**src/rtl/vending_pkg.sv**
```systemverilog
// Shared state encoding and price-table helper for the multi-product vending controller.
package vending_pkg;

  typedef enum logic [1:0] {
    IDLE   = 2'd0,
    CREDIT = 2'd1,
    VEND   = 2'd2,
    CHANGE = 2'd3
  } state_t;

  // Price vectors are zero-extended to this width before lookup.
  localparam int unsigned PRICE_VEC_W = 256;

  function automatic logic [31:0] price_at(input logic [PRICE_VEC_W-1:0] prices,
                                           input int unsigned idx,
                                           input int unsigned w);
    return 32'(prices >> (idx * w)) & ((32'd1 << w) - 32'd1);
  endfunction

endpackage

```
**src/rtl/vending_machine_multi.sv**
```systemverilog
// Multi-coin, multi-product vending controller: credit accumulation, sale,
// automatic one-unit-per-cycle change return and cancel refund.
module vending_machine_multi
  import vending_pkg::*;
#(
  parameter int N_PROD     = 2,
  parameter int SEL_W      = 1,
  parameter int VAL_W      = 3,
  parameter int CREDIT_W   = 5,
  parameter int MAX_CREDIT = 15,
  parameter logic [N_PROD*CREDIT_W-1:0] PRICES = {5'd5, 5'd3}
) (
  input  logic                clk,
  input  logic                rst_n,
  input  logic                coin,
  input  logic [VAL_W-1:0]    coin_val,
  input  logic                buy,
  input  logic [SEL_W-1:0]    sel,
  input  logic                cancel,
  output logic                vend,
  output logic [SEL_W-1:0]    vend_sel,
  output logic                change,
  output logic                coin_reject,
  output logic                deny,
  output logic [CREDIT_W-1:0] credit,
  output logic                busy
);

  localparam logic [PRICE_VEC_W-1:0] PRICES_EXT = PRICE_VEC_W'(PRICES);

  state_t              r_state, w_state_n;
  logic [CREDIT_W-1:0] r_credit, w_credit_n;
  logic                r_vend, w_vend_n;
  logic [SEL_W-1:0]    r_vend_sel, w_vend_sel_n;
  logic                r_change, w_change_n;
  logic                r_reject, w_reject_n;
  logic                r_deny, w_deny_n;
  logic                r_busy, w_busy_n;

  logic [31:0]         w_price;
  logic                w_sel_ok;
  logic                w_afford;
  logic [CREDIT_W:0]   w_sum;
  logic                w_coin_ok;

  // Sum is one bit wider than the credit so an over-ceiling coin cannot wrap.
  assign w_price   = price_at(PRICES_EXT, 32'(sel), CREDIT_W);
  assign w_sel_ok  = 32'(sel) < 32'(N_PROD);
  assign w_afford  = 32'(r_credit) >= w_price;
  assign w_sum     = {1'b0, r_credit} + (CREDIT_W+1)'(coin_val);
  assign w_coin_ok = (coin_val != '0) && (w_sum <= (CREDIT_W+1)'(MAX_CREDIT));

  always_comb begin
    w_state_n    = r_state;
    w_credit_n   = r_credit;
    w_vend_n     = 1'b0;
    w_vend_sel_n = r_vend_sel;
    w_reject_n   = 1'b0;
    w_deny_n     = 1'b0;

    unique case (r_state)
      IDLE, CREDIT: begin
        if (cancel) begin
          w_reject_n = coin;
          if (r_credit != '0) w_state_n = CHANGE;
        end else if (buy) begin
          w_reject_n = coin;
          if (!w_sel_ok || !w_afford) begin
            w_deny_n = 1'b1;
          end else begin
            w_state_n    = VEND;
            w_vend_n     = 1'b1;
            w_vend_sel_n = sel;
            w_credit_n   = CREDIT_W'(32'(r_credit) - w_price);
          end
        end else if (coin) begin
          if (w_coin_ok) begin
            w_credit_n = w_sum[CREDIT_W-1:0];
            w_state_n  = CREDIT;
          end else begin
            w_reject_n = 1'b1;
          end
        end
      end
      VEND: begin
        w_reject_n = coin;
        w_deny_n   = buy;
        w_state_n  = (r_credit != '0) ? CHANGE : IDLE;
      end
      CHANGE: begin
        w_reject_n = coin;
        w_deny_n   = buy;
        w_credit_n = r_credit - CREDIT_W'(1);
        if (r_credit == CREDIT_W'(1)) w_state_n = IDLE;
      end
      default: w_state_n = IDLE;
    endcase

    // change is high for every cycle spent in CHANGE; credit shows the units still owed
    w_change_n = (w_state_n == CHANGE);
    w_busy_n   = (w_state_n == VEND) || (w_state_n == CHANGE);
  end

  always_ff @(posedge clk) begin
    if (!rst_n) begin
      r_state    <= IDLE;
      r_credit   <= '0;
      r_vend     <= 1'b0;
      r_vend_sel <= '0;
      r_change   <= 1'b0;
      r_reject   <= 1'b0;
      r_deny     <= 1'b0;
      r_busy     <= 1'b0;
    end else begin
      r_state    <= w_state_n;
      r_credit   <= w_credit_n;
      r_vend     <= w_vend_n;
      r_vend_sel <= w_vend_sel_n;
      r_change   <= w_change_n;
      r_reject   <= w_reject_n;
      r_deny     <= w_deny_n;
      r_busy     <= w_busy_n;
    end
  end

  assign vend        = r_vend;
  assign vend_sel    = r_vend_sel;
  assign change      = r_change;
  assign coin_reject = r_reject;
  assign deny        = r_deny;
  assign credit      = r_credit;
  assign busy        = r_busy;

endmodule

```
**config.mk**
```make
export PLATFORM = sky130hd
export DESIGN_NAME = vending_machine_multi
export DESIGN_NICKNAME = d
export VERILOG_FILES = /design/src/rtl/vending_pkg.sv /design/src/rtl/vending_machine_multi.sv
export SDC_FILE = /design/constraint.sdc
export NUM_CORES = 1
export LEC_CHECK = 0
export ABC_CLOCK_PERIOD_IN_PS = 3150
export BUFFER_PORTS_ARGS = -buffer_cell sky130_fd_sc_hd__buf_2
export CAP_MARGIN = 0
export CELL_PAD_IN_SITES_DETAIL_PLACEMENT = 0
export CELL_PAD_IN_SITES_GLOBAL_PLACEMENT = 1
export CORE_MARGIN = 2
export CORE_UTILIZATION = 39
export DETAILED_ROUTE_END_ITERATION = 10
export GPL_ROUTABILITY_DRIVEN = 0
export PLACE_DENSITY_LB_ADDON = 0.1
export SYNTH_ARGS = -nofsm -noshare
export SYNTH_HDL_FRONTEND = slang
export SYNTH_SLANG_ARGS = --single-unit
export TNS_END_PERCENT = 20
```
**constraint.sdc**
```tcl
create_clock -name clk -period 3.15 [get_ports clk]
set_input_delay 0 -clock clk [delete_from_list [all_inputs] [get_ports clk]]
set_output_delay 0 -clock clk [all_outputs]
set_load 0.01 [all_outputs]
```
==> results.md <==
* Outcome: complete, no violations
* First drt pass iteration count at 4
* Via count at 950
* Post-Syn Instances at 112
* CTS tree: done
* Yosys warnings at 0
* CP Max Fanout at 7
* Vias in the first global route at 842
* Startpoint types: flip-flop
* Fin crit share at 76.81%
* Row count at 18
* Syn_area_per_cell at 8.669 µm²
* H-tree levels at 1
* Total power at 1.058 mW
* PortBufs at 19
* Wire per inst at 14.61 µm
* Ports at 20
* Final min period at 2419 ps
* Total grt overflow at 0
* Worst Path Required at 3340 ps
* Die height at 53.90 µm
* Area grow syn2layout at 18.81%
* Clock buffer depth at 2
* Final Skew at 5.633 ps
* Antenna Nets Post-Route at 0
* Setup TNS at 0 ps
* DR iter-0 viols at 12
* Kind of critical path: reg -> reg
* Final setup fails at 0
* CTS Hold Bufs at 3
* CTS sink cnt at 12
* Max_cap viols at 0
* Final hold violation count at 0
* Die Area at 0.002905 mm²
* Initial Util at 40.29%
* Post-DP HPWL at 1859 µm
* Peak supply drop at 0.4020 mV
* GRT Total Usage at 18.99%
* Max Slew Vio Count at 0
* CP arrival at 2610 ps
* Unrepaired setup endpoints after global routing: no
* Cts bufs inserted at 3
* Cell area power density at 916.8 mW/mm²
* #FFs+latches synth at 12
* Vias per cell at 5.793
* Maximum achievable frequency at 413.3 MHz
* Worst Hold Class: in -> reg
* Worst-path clk slew at 80 ps
* Synth top area cells: dfxtp_1 25%, ha_1 12%, fa_1 4.1%
* Top cell type's share of synthesized area at 24.74%
* Nets@finish at 155
* Syn_nets at 132
* Diodes inserted at 0
* Buffer count from post-CTS setup fixing at 0
* Worst-margin pin slew at 665.8 ps
* Placed cell area at 0.001087 mm²
* Seq/Total Area, Yosys at 24.74%
* Clk_lat worst skew at 280 ps
* First-pass GRT wire length at 3891 µm
* Die span in x at 53.90 µm
* Commonest cells post-synth: 12 x dfxtp_1, 9 x ha_1, 9 x nand2_1
* Biggest area consumer among synthesized cells: dfxtp_1
* Rel. slew slack at 54.46%
* Largest net degree at the start of global routing at 13
* Residual DRC count at 0
* Final wirelength at 2396 µm
* Core area at 0.002410 mm²
* Area of the mapped netlist at 970.9 µm²
* Initial antenna violation count at 0
* P_leak at 0.5306 nW
* Main synth FF type: dfxtp_1
* Root Buffer: clkbuf_4
* Finished Cell Area at 0.001154 mm²
* Synth unique cells at 42
* Layout cells sized above 1 at 20.90%
* CTS resizes at 0
* Number of synthesized flops with an enable pin at 0
* Crit end category: flip-flop
* Most common cell in the netlist: dfxtp_1
* Fraction of registers with async set/reset at 0%
==> area by class of cell <==
| cell class | instances | area, µm² |
|---|---|---|
| Clock buffer | 4 | 36.28 |
| Fill cell | 247 | 1256 |
| Inverter | 6 | 22.52 |
| Multi-Input combinational cell | 90 | 691.9 |
| Sequential cell | 12 | 240.2 |
| Tap cell | 30 | 37.54 |
| Timing Repair Buffer | 22 | 125.1 |
==> where the power goes <==
part           internal, mW  total [mW]  leakage (nW)  switching (mW)
sequential            0.204       0.287        0.0985          0.0827
combinational         0.294       0.642         0.411           0.348
clock                0.0704       0.129        0.0210          0.0582
total                 0.569        1.06         0.531           0.489
==> state kept, by name, indices dropped and copies added (netlist names) <==
| register | cells |
|---|---|
| vend_sel | 1 |
| coin_reject | 1 |
| change | 1 |
| r_state | 2 |
| credit | 5 |
| deny | 1 |
| vend | 1 |
==> final timing paths <==
kind / startpoint / cells after the start / slack, ps / to
setup / recovery: credit[1] / 7 / 730 / credit[4]
hold reg to reg: vend_sel / 2 / 510 / vend_sel
hold / removal: cancel / 4 / 40 / deny
setup reg to reg: credit[1] / 7 / 730 / credit[4]
==> cell usage in the layout, fill, tap and decap left out, types with 3 or more instances in the layout <==
master,count
buf_2,19
dfxtp_1,12
nand2_1,9
ha_1,9
nor2_1,8
a21oi_1,7
inv_1,5
nor3_1,4
a211o_1,3
a211oi_1,3
o211ai_1,3
o21ai_0,3
a311oi_1,3
xnor2_1,3
clkbuf_4,3
dlygate4sd3_1,3
==> through the flow <==
step / utilization (%) / setup slack, ps / hold slack (ps) / instances
floorplan: - / 865.0 / 116.1 / 112
global placement: 45.12 / 808.8 / 243.6 / 157
detailed placement: 45.12 / 764.9 / 251.2 / 157
CTS: 47.87 / 735.9 / 35.57 / 164
global route: 47.87 / 595.5 / 67.11 / 164
finish: 47.87 / 730.6 / 41.32 / 164
==> per-layer routing <==
metal	up-vias	GRT usage, %	part of all wire [%]
met5	-	0	0
met4	0	7.692	1.8
met1	450	25.63	49
met2	20	29.67	45
li1	475	-	-
met3	5	3.333	3.9
==> kinds of logic after synthesis <==
| logic type | after synthesis | synth area share (%) |
|---|---|---|
| AOI/OAI and AO/OA | 40 | 32.99 |
| and+or+nand+nor | 32 | 15.98 |
| DFF | 12 | 24.74 |
| adders and majority gates | 11 | 15.72 |
| buffers and inverters | 10 | 3.994 |
| xor gates and xnor gates | 5 | 4.511 |
| muxes | 2 | 2.062 |
==> critical path, cell delays in order, from the launching register on <==
cell,delay (ps)
dfxtp_1,450
ha_1,300
ha_1,190
a211o_1,240
a2111o_1,490
a31oi_4,320
a221oi_2,110
a311oi_1,240
Note: power is estimated with default switching activity, not from simulation.
